==> src/rtl/bs_pkg.sv <==
// Shared types and defaults for the bit-serial program sequencer.
package bs_pkg;

  // Default instruction width; the core consumes 3-bit instructions.
  localparam int INSTR_W = 3;

  // Sequencer states.
  typedef enum logic [1:0] {
    IDLE = 2'd0,
    RUN  = 2'd1,
    HALT = 2'd2
  } seq_state_t;

  // Instruction word at the default width.
  typedef logic [INSTR_W-1:0] instr_t;

  // True when a load is allowed, i.e. the program is not executing.
  function automatic logic load_allowed(input seq_state_t st);
    return (st != RUN);
  endfunction

endpackage

==> src/rtl/bs_prog_mem.sv <==
// Program memory: DEPTH x INSTR_W words, cleared by reset,
// one synchronous write port and one combinational read port.
module bs_prog_mem #(
  parameter int DEPTH   = 4,
  parameter int INSTR_W = 3,
  parameter int AW      = $clog2(DEPTH)
) (
  input  logic               i_clk,
  input  logic               i_rst,
  input  logic               i_we,
  input  logic [AW-1:0]      i_waddr,
  input  logic [INSTR_W-1:0] i_wdata,
  input  logic [AW-1:0]      i_raddr,
  output logic [INSTR_W-1:0] o_rdata
);

  logic [INSTR_W-1:0] r_mem [DEPTH];

  // Storage: clear every word on reset, otherwise write one word when enabled.
  always_ff @(posedge i_clk or posedge i_rst) begin
    if (i_rst) begin
      for (int i = 0; i < DEPTH; i++) begin
        r_mem[i] <= '0;
      end
    end else if (i_we) begin
      r_mem[i_waddr] <= i_wdata;
    end
  end

  // Read port is combinational so a pc change shows the new word without delay.
  assign o_rdata = r_mem[i_raddr];

endmodule

==> src/rtl/bs_program_sequencer.sv <==
// Instruction supply for the bit-serial core: program memory, program
// counter, and the IDLE/RUN/HALT control that loads, starts and stops it.
module bs_program_sequencer
  import bs_pkg::*;
#(
  parameter int DEPTH   = 4,
  parameter int INSTR_W = bs_pkg::INSTR_W,
  parameter int WRAP    = 0,
  parameter int AW      = $clog2(DEPTH)
) (
  input  logic               i_clk,
  input  logic               i_rst,
  input  logic               i_start,
  input  logic               i_load_we,
  input  logic [AW-1:0]      i_load_addr,
  input  logic [INSTR_W-1:0] i_load_data,
  input  logic               i_con_pcincr,
  output logic [INSTR_W-1:0] o_data_instruction,
  output logic               o_core_start,
  output logic [AW-1:0]      o_pc,
  output logic               o_running,
  output logic               o_halted
);

  localparam logic [AW-1:0] LP_LAST_PC = AW'(DEPTH - 1);
  localparam logic [AW-1:0] LP_ONE     = AW'(1);

  seq_state_t    r_state;
  seq_state_t    w_state_nxt;
  logic [AW-1:0] r_pc;
  logic [AW-1:0] w_pc_nxt;
  logic          r_core_start;
  logic          w_core_start_nxt;
  logic          w_mem_we;

  // Registered control: state, program counter and the one-cycle start pulse.
  always_ff @(posedge i_clk or posedge i_rst) begin
    if (i_rst) begin
      r_state      <= IDLE;
      r_pc         <= '0;
      r_core_start <= 1'b0;
    end else begin
      r_state      <= w_state_nxt;
      r_pc         <= w_pc_nxt;
      r_core_start <= w_core_start_nxt;
    end
  end

  // Next-state logic: start/restart from IDLE or HALT, pc stepping in RUN.
  always_comb begin
    w_state_nxt      = r_state;
    w_pc_nxt         = r_pc;
    w_core_start_nxt = 1'b0;
    w_mem_we         = 1'b0;
    case (r_state)
      IDLE, HALT: begin
        // A load and a start in the same cycle both take effect.
        w_mem_we = i_load_we & load_allowed(r_state);
        if (i_start) begin
          w_state_nxt      = RUN;
          w_pc_nxt         = '0;
          w_core_start_nxt = 1'b1;
        end else begin
          w_state_nxt = r_state;
        end
      end
      RUN: begin
        // Start and load requests are ignored while executing.
        if (i_con_pcincr) begin
          if (r_pc != LP_LAST_PC) begin
            w_pc_nxt = r_pc + LP_ONE;
          end else if (WRAP != 0) begin
            w_pc_nxt = '0;
          end else begin
            // Stop on the last word and keep pointing at it.
            w_state_nxt = HALT;
            w_pc_nxt    = r_pc;
          end
        end else begin
          w_pc_nxt = r_pc;
        end
      end
      default: begin
        // Unreachable encoding: recover to a safe idle state.
        w_state_nxt = IDLE;
        w_pc_nxt    = '0;
      end
    endcase
  end

  bs_prog_mem #(
    .DEPTH  (DEPTH),
    .INSTR_W(INSTR_W),
    .AW     (AW)
  ) u_prog_mem (
    .i_clk  (i_clk),
    .i_rst  (i_rst),
    .i_we   (w_mem_we),
    .i_waddr(i_load_addr),
    .i_wdata(i_load_data),
    .i_raddr(r_pc),
    .o_rdata(o_data_instruction)
  );

  // Status flags decode straight from the state register, so they cannot glitch.
  assign o_core_start = r_core_start;
  assign o_pc         = r_pc;
  assign o_running    = (r_state == RUN);
  assign o_halted     = (r_state == HALT);

endmodule

==> config.mk <==
export PLATFORM = sky130hd
export DESIGN_NAME = bs_program_sequencer
export DESIGN_NICKNAME = d
export VERILOG_FILES = /design/src/rtl/bs_pkg.sv /design/src/rtl/bs_prog_mem.sv /design/src/rtl/bs_program_sequencer.sv
export SDC_FILE = /design/constraint.sdc
export NUM_CORES = 1
export LEC_CHECK = 0
export CORE_MARGIN = 2
export CORE_UTILIZATION = 43
export CTS_CLUSTER_SIZE = 16
export DETAILED_ROUTE_END_ITERATION = 16
export PLACE_DENSITY = 0.72
export SYNTH_ARGS = -nofsm -noshare
export SYNTH_HDL_FRONTEND = slang
export SYNTH_SLANG_ARGS = --single-unit
export TNS_END_PERCENT = 100
==> constraint.sdc <==
create_clock -name i_clk -period 1.3 [get_ports i_clk]
set_input_delay 0.26 -clock i_clk [delete_from_list [all_inputs] [get_ports i_clk]]
set_output_delay 0.26 -clock i_clk [all_outputs]
set_load 0.01 [all_outputs]
# --- Word level (Yosys, flattened, before mapping) ---
# Index checks and enable logic that the tools add are counted.
op_classes:
  n_addsub: 1
  n_mul: 0
  div_mod_pow: 0
  n_lt_le_gt_ge: 3
  eq_ne: 8
  shift: 0
  muxes: 17
  bitwise_logic: 3
  reduce_logical: 5
op_table:
  columns: ["operator", "n"]
  rows:
  - ["bitwise mux 12 bit", 1]
  - ["two-way mux 2 bit", 6]
  - ["two-way mux 3 bit", 3]
  - ["!= test 2 bit (second input constant)", 4]
  - ["one-hot mux 2 bit (2 select lines)", 2]
  - ["binary-select mux 3 bit (select 2 bit)", 1]
  - ["demux 3 bit (select 2 bit)", 1]
  - [">= comparator 3 bit (second input constant)", 2]
  - ["NOT 2 -> 3 bit", 2]
  - ["AND reduction 3 bit", 2]
  - ["!= test 2 x 1 -> 1 bit (second input constant)", 2]
  - ["< comparator 3 x 1 -> 1 bit (second input constant)", 1]
  - ["two-way mux 1 bit", 3]
  - ["adder 2 x 1 -> 2 bit (second input constant)", 1]
  - ["equality test 2 x 1 -> 1 bit (second input constant)", 1]
  - ["equality test 2 bit (second input constant)", 1]
  - ["logical NOT 2 bit", 1]
  - ["OR reduction 2 bit", 1]
  - ["bitwise AND 1 bit", 1]
  - ["logical AND 1 bit", 1]
totals:
  regBits: 17
  latchBits: 0
  ram_bits: 0
  mem_bits_ro: 0
  inputBits: 10
  output_inout_bits: 8
  word_cells: 44
  mem_count: 0

# --- Depth between registers and ports, before layout ---
# Gate-level depths: netlist of run 1.
logic_depth:
  ltp_word: 6
  mapped_depth: 4
  depth_no_buf: 4

# --- By module ---
# From an unflattened synthesis of run 1, not the netlist that was laid out.
hier_totals:
  cells_unflattened: 55
  area_unflattened_um2: 798.3
modules_own_cells:
  columns: ["module", "n_inst", "cells_each", "area_per_inst_um2", "seq_area_each_um2"]
  rows:
  - ["bs_prog_mem", 1, 32, 549.3, 300.3]
  - ["bs_program_sequencer", 1, 23, 249.0, 125.1]

# --- Worst setup path after synthesis of run 1 ---
# Ideal clock, no wire load.
synth_path:
  path_kind: "reg-to-output"
  from: "register r_pc[0], in the netlist o_pc[0]"
  to: "output o_data_instruction[0]"
  arrival_time_ns: 1.080
  required_ns: 1.040
  slack_ns: -0.040
  path_stages_with_launch: 2
  n_path_buf: 0
  cell_sequence: "dfrtp_1 > mux4_2"
synth_via:
  elab_chain_cells: 4
synth_lines:
  columns: ["item", "line", "text"]
  rows:
  - ["from (decl)", "bs_program_sequencer.sv:30", "logic [AW-1:0] r_pc;"]
  - ["from (signal assigned)", "bs_program_sequencer.sv:44", "r_pc <= w_pc_nxt;"]
  - ["NOT 2 -> 3 bit (implied by the code)", "bs_prog_mem.sv:31", "assign o_rdata = r_mem[i_raddr];"]
  - ["binary-select mux 3 bit (select 2 bit)", "bs_prog_mem.sv:31", null]
  - ["two-way mux 3 bit (implied by the code) (2 in series)", "bs_prog_mem.sv:31", null]
  - ["to (decl)", "bs_program_sequencer.sv:18", "output logic [INSTR_W-1:0] o_data_instruction,"]
# No other way between the ends. The select of a mux whose other input is x is not followed.

# --- Worst setup path in the final report of run 1 ---
# Same ends and word-level chain as after synthesis.

==> flow_summary_export.csv, run 1 <==
group,metric,value,unit
synthesis,async_reset_ff_share,100,%
sta,setup_violations,18,
synthesis,synth_top_area_share,52.4,%
route,wl_per_cell,15.8,um
synthesis,yosysTopAreaCell,"dfrtp_1",
route,ant_nets,0,
cells_and_area,antenna-diode-count,0,
critical_path,cp_data_required_time,1040,ps
floorplan,pin_count,18,
clocking,clock_latency,280,ps
run_status,violations,"setup timing",
clocking,ctsHoldBuffers,0,
pwr,peakVddDrop,1.21,mV
grt,groute.usage.overall,19.0,%
critical_path,cp-end-kind,"output port",
clocking,tritoncts,"yes",
cells_and_area,multi_input_area,430,sq um
min_path,hold_path.class,"in2async",
sta,rsz0062_at_grt,"yes",
pwr,p_per_area,2140,nW/um^2
critical_path,crit_fanout,3,
grt,grt_pass1_wl,2800,um
critical_path,startpoint_type,"register",
sta,drv_slew,0,
place,gp_congestion,0.708,
synthesis,synth.most_common_cell,"dfrtp_1",
critical_path,arrival,1400,ps
route,routed_wl,1810,um
cells_and_area,regArea,428,sq um
cells_and_area,n_fill_cell,128,
synthesis,ys_warn_count,0,
critical_path,crit_type,"reg2out",
cells_and_area,syn2layout_area_growth,52.9,%
sta,worstMarginPinSlew,226,ps
synthesis,yosysUniqueCellTypes,19,
floorplan,fp.dieW,47.5,um
grt,antenna_found_initial,0,
clocking,cts_sinks,17,
clocking,clk_pin_slew,90,ps
sta,slew_headroom,84.9,%
synthesis,syn_nets,65,
grt,grt_pass1_vias,599,
clocking,htree_levels,1,
floorplan,rows,15,
sta,fin_ws,-358,ps
pwr,p_leak,0.577,nW
clocking,cts_buffers,3,
synthesis,yosysSeqAreaShare,52.4,%
cells_and_area,drive_gt1_share,57.8,%
sta,period_minus_slack,1660,ps
sta,fmax,603,MHz
clocking,cts_buffer_depth,2,
sta,skew,1.45,ps
sta,hold_viol_final,0,
sta,tns,-1800,ps
route,first_iter_violations,2,
clocking,root_buffer,"clkbuf_4",
synthesis,synth_edf_count,0,
synthesis,ys_ff_latch,17,
run_status,status,"finished, violations left",
synthesis,netlist_instances,54,
synthesis,avgSynthCellArea,15.0,sq um
run,cap_violations,0,
grt,grt_max_degree,18,
route,vias,582,
place,dp_hpwl,1150,um
floorplan,chipHeight,47.5,um
floorplan,coreArea,1750,sq um
sta,post-route-period-util,128,%
cells_and_area,final_core_util,71.1,%
synthesis,synth_flop_cell,"dfrtp_1",
cells_and_area,final_nets,102,
synthesis,ys_top_cells_by_area,"dfrtp_1, mux2_2, mux4_2",
place,port_buffers,17,
floorplan,start_util,46.5,%
route,drt_first_pass_iters,4,
floorplan,die-area,2250,sq um
route,post-route-drc-count,0,
route,vias_per_cell,5.06,
grt,overflow,0,
synthesis,netlist_area,812,sq um
synthesis,synthTopCellsByCount,"dfrtp_1, mux2_2, inv_1",
## flip-flops by register name, summed over array words and instances (netlist names)
name,cells
u_prog_mem.r_mem,12
o_pc,2
o_core_start,1
r_state,2
## final timing paths
path,endpoint,startpoint,slack (ps),cells after the start
hold reg to reg,u_prog_mem.r_mem[1],u_prog_mem.r_mem[1],510,1
min in group i_clk,u_prog_mem.r_mem[1],u_prog_mem.r_mem[1],510,1
hold / removal,u_prog_mem.r_mem[4],i_rst,280,3
setup / recovery,o_data_instruction[0],o_pc[0],-360,3
setup reg to reg,o_pc[1],o_pc[0],-170,7
max in group asynchronous,o_pc[0],i_rst,810,3
## per-layer routing
layer,wire (um),GRT usage (%)
met5,0,0
met4,17,6.67
met3,56,2.26
met2,1010,32.7
met1,734,24.8
## kinds of logic (layout without fill, tap and decap cells)
logic type	count (synthesis)	after routing	synth area share, %
buf+inv	6	42	3.70
flops	17	17	52.4
fa+ha+maj	1	1	1.54
simple gates	9	9	11.1
mux	16	16	26.2
xor+xnor	1	1	1.08
compound gates	4	4	4.01
## where the power goes
part           internal [mW]  switching (mW)
registers              0.773           0.138
clock network          0.119           0.157
logic                  0.956           0.516
## critical path, cell delays in order, from the launching register on
cell	delay [ps]
dfrtp_2	380
buf_4	120
mux4_2	470
buf_2	150
## layout by cell type, fill, tap and decap left out
cell | Yosys | layout
and4bb_4 | 0 | 2
buf_4 | 0 | 10
or2b_1 | 1 | 1
mux2_2 | 12 | 2
buf_6 | 1 | 11
dfrtp_2 | 0 | 2
and2b_2 | 1 | 1
inv_2 | 0 | 1
clkbuf_4 | 0 | 3
dlygate4sd2_1 | 0 | 2
inv_1 | 5 | 4
xnor2_1 | 1 | 1
mux2i_1 | 1 | 1
clkbuf_1 | 0 | 1
dfrtp_1 | 17 | 15
nand4b_1 | 1 | 1
nor4b_4 | 1 | 1
o32ai_1 | 2 | 2
nor2b_4 | 0 | 1
nor2_1 | 1 | 1
a22o_1 | 1 | 1
buf_2 | 0 | 2
mux4_2 | 3 | 3
mux2_4 | 0 | 10
o22ai_2 | 0 | 1
clkdlybuf4s50_1 | 0 | 8
and2_4 | 0 | 1
ha_4 | 0 | 1
## layout make-up
class / count / area share [%]
timing repair buffer: 33 / 24.7
tap: 25 / 2.52
inverter: 5 / 1.51
clock buffer: 4 / 2.12
sequential: 17 / 34.5
multi-input combinational: 31 / 34.7
## what timing repair did
action                     CTS  global route
setup endpoints to repair   23            21
gates resized for setup     55             6
setup buffers                8             1
pin swaps                    5             3
## metrics by stage
| step | hold slack, ps | setup slack, ps | total power, mW | area, sq um | std cells |
|---|---|---|---|---|---|
| global route | 305 | -389 | 2.81 | 1240 | 115 |
| CTS | 283 | -374 | 2.57 | 1220 | 115 |
| finish | 285 | -358 | 2.66 | 1240 | 115 |
| floorplan | 186 | 25.5 | 1.53 | 815 | 54 |
| global placement | 485 | -362 | 2.03 | 1070 | 104 |
| detailed placement | 493 | -367 | 2.07 | 1070 | 104 |
Note: power is estimated with default switching activity, not from simulation.
==> run 2, diff against run 1 <==
--- a/config.mk
+++ b/config.mk
@@ -9,6 +9,7 @@
 export CORE_UTILIZATION = 43
 export CTS_CLUSTER_SIZE = 16
 export DETAILED_ROUTE_END_ITERATION = 16
+export GPL_ROUTABILITY_DRIVEN = 0
 export PLACE_DENSITY = 0.72
 export SYNTH_ARGS = -nofsm -noshare
 export SYNTH_HDL_FRONTEND = slang
==> results of run 2 <==
Same layout as run 1: the final DEF is identical, and so are final timing and power.
==> patch, RTL diff (config.mk and constraints of run 2) <==
The 3 states of `seq_state_t` get a one-hot encoding in 3 bits.
--- a/src/rtl/bs_pkg.sv
+++ b/src/rtl/bs_pkg.sv
@@ -5,10 +5,10 @@
   localparam int INSTR_W = 3;
 
   // Sequencer states.
-  typedef enum logic [1:0] {
-    IDLE = 2'd0,
-    RUN  = 2'd1,
-    HALT = 2'd2
+  typedef enum logic [2:0] {
+    IDLE = 3'b001,
+    RUN  = 3'b010,
+    HALT = 3'b100
   } seq_state_t;
 
   // Instruction word at the default width.
Behaviour: no difference found for any inputs over 10 cycles, from zero or initial values and one cycle with i_rst high; not proved beyond that.
==> patch against run 2 <==
  * The run still ends with setup timing left
  * Global-route usage rose by 0.39 points
  * Sequential power rose by 4.2%
  * First-iteration DRC count rose to 2.5 times the old value
  * Hold slack got worse by 0.13 ns
  * Area after synthesis rose by 7.7%
  * Sequential cell count rose by 1
  * Wire length rose by 12%
  * Final cell count rose by 16%
  * Non-clock buffer count rose by 4
  * Final area rose by 11%
  * Worst setup slack improved by 0.031 ns
  * Die area rose by 7.1%
  * Sequential share of layout area fell by 1.4 points
  * Power fell by 6.8%
  * Critical endpoint is now o_data_instruction[1]
  * Largest cell class unchanged
==> patch: results (changes against run 2) <==
metric;value;unit;change
slack of the critical path;-0.327;ns;was -0.358 ns
share of cells above drive strength 1;0.642;;was 0.578
Max transition margin;0.757;;was 0.849
largest net degree at the start of global routing;11;;was 18
DRT iter0 DRCs;5;;was 2
WL per Instance;15.3;µm;was 15.8 µm
vias in the first global route;733;;was 599
placed cell area;1190;µm²;was 1070 µm²
nets;118;;was 102
top post-synthesis cells by area;dfrtp_1 49%, mux2_2 15%, mux4_2 7.7%;;was dfrtp_1 52%, mux2_2 17%, mux4_2 8.3%
Detailed Place HPWL;1430;µm;was 1150 µm
first-pass GRT wire length;3450;µm;was 2800 µm
Root Buffer;clkbuf_4;;unchanged
final setup fails;22;;was 18
syn nets;77;;was 65
clk_lat worst skew;0.29;ns;
clock skew;0.00439;ns;was 0.00145 ns
Total GRT Usage;0.194;;was 0.190
Biggest register;u_prog_mem.r_mem;;unchanged
Peak VDD IR;1.12;mV;was 1.21 mV
yosys warns;0;;unchanged
crit path max fanout;4;;was 3
most frequent cells after synthesis;17 x dfrtp_1, 12 x mux2_2, 5 x nor2_1;;was 17 x dfrtp_1, 12 x mux2_2, 5 x inv_1, 3 x mux4_2
Final min period;1.63;ns;was 1.66 ns
Leakage;0.000613;µW;was 0.000577 µW
synth unique cells;24;;was 19
status;finished with violations;;unchanged
Seq/Total Area, Yosys;0.516;;was 0.524
crit path DAT;1.37;ns;was 1.40 ns
violated checks;setup timing;;unchanged
routed vias/inst;5.13;;was 5.06
Largest stage delay, worst path;0.52;ns;was 0.47 ns
patch: repair_timing:
action / CTS / global route
setup endpoints to repair: 24 / 23
setup buffers: 3 / 3
hold buffers: 0 / 0
pin swaps: 4 / 4
gates resized for setup: 52 / 8
patch: critical path: cells and delay by family, from the launching register on:
family,cells,cell delay [ns]
mux,1,0.52
flops,1,0.42
buf+inv,1,0.14
patch: layout make-up:
| type | count | area, µm² |
|---|---|---|
| fill | 154 | 563 |
| clock buffer | 4 | 36.3 |
| timing repair buffer | 37 | 315 |
| inverter | 2 | 7.51 |
| multi-input combinational | 45 | 531 |
| tap | 27 | 33.8 |
| sequential | 18 | 455 |
patch: stage by stage:
step           std cells  power (µW)  setup TNS, ns  utilization  worst slack (ns)
2_1_floorplan         66        1460         -0.566            -            -0.125
3_3_place_gp         123        1870          -5.59        0.615            -0.341
3_5_place_dp         123        1910          -5.84        0.615            -0.360
4_1_cts              130        2350          -4.43        0.676            -0.338
5_1_grt              133        2630          -6.55        0.710            -0.399
6_report             133        2480          -4.99        0.710            -0.327
patch: where the power goes:
part,total (µW),leakage (µW),internal [µW],switching [µW]
Sequential,949,0.000217,809,140
Combinational,1190,0.000375,750,442
Clock,338,0.0000210,171,167
patch: cell families after synthesis:
kind of cell,Yosys count,synth area share
AO/OA/AOI/OAI,7,0.0587
XOR/XNOR,2,0.0286
adder cells (fa/ha/maj),1,0.0143
buffers and inverters,3,0.0143
flip-flops,18,0.516
multiplexers,15,0.232
AND/OR/NAND/NOR,20,0.136
patch: path summary, 6_finish.rpt:
kind	cells past startpoint	start	to	slack, ns
min in group i_clk	1	u_prog_mem.r_mem[4]$_DFFE_PP0P_	u_prog_mem.r_mem[4]$_DFFE_PP0P_	0.51
setup / recovery	2	o_pc[0]$_DFFE_PP0P_	o_data_instruction[1]	-0.33
hold / removal	2	i_rst	o_core_start$_DFF_PP0_	0.16
max in group asynchronous	3	i_rst	r_state[2]$_DFFE_PP0P_	0.78
hold reg to reg	1	u_prog_mem.r_mem[4]$_DFFE_PP0P_	u_prog_mem.r_mem[4]$_DFFE_PP0P_	0.51
setup reg to reg	4	r_state[0]$_DFFE_PP1P_	u_prog_mem.r_mem[5]$_DFFE_PP0P_	-0.28
patch: metal layers:
metal	GRT usage	routed length [µm]
met3	0.0521	95
met4	0.0714	37
met1	0.213	737
met5	0	0
met2	0.354	1170
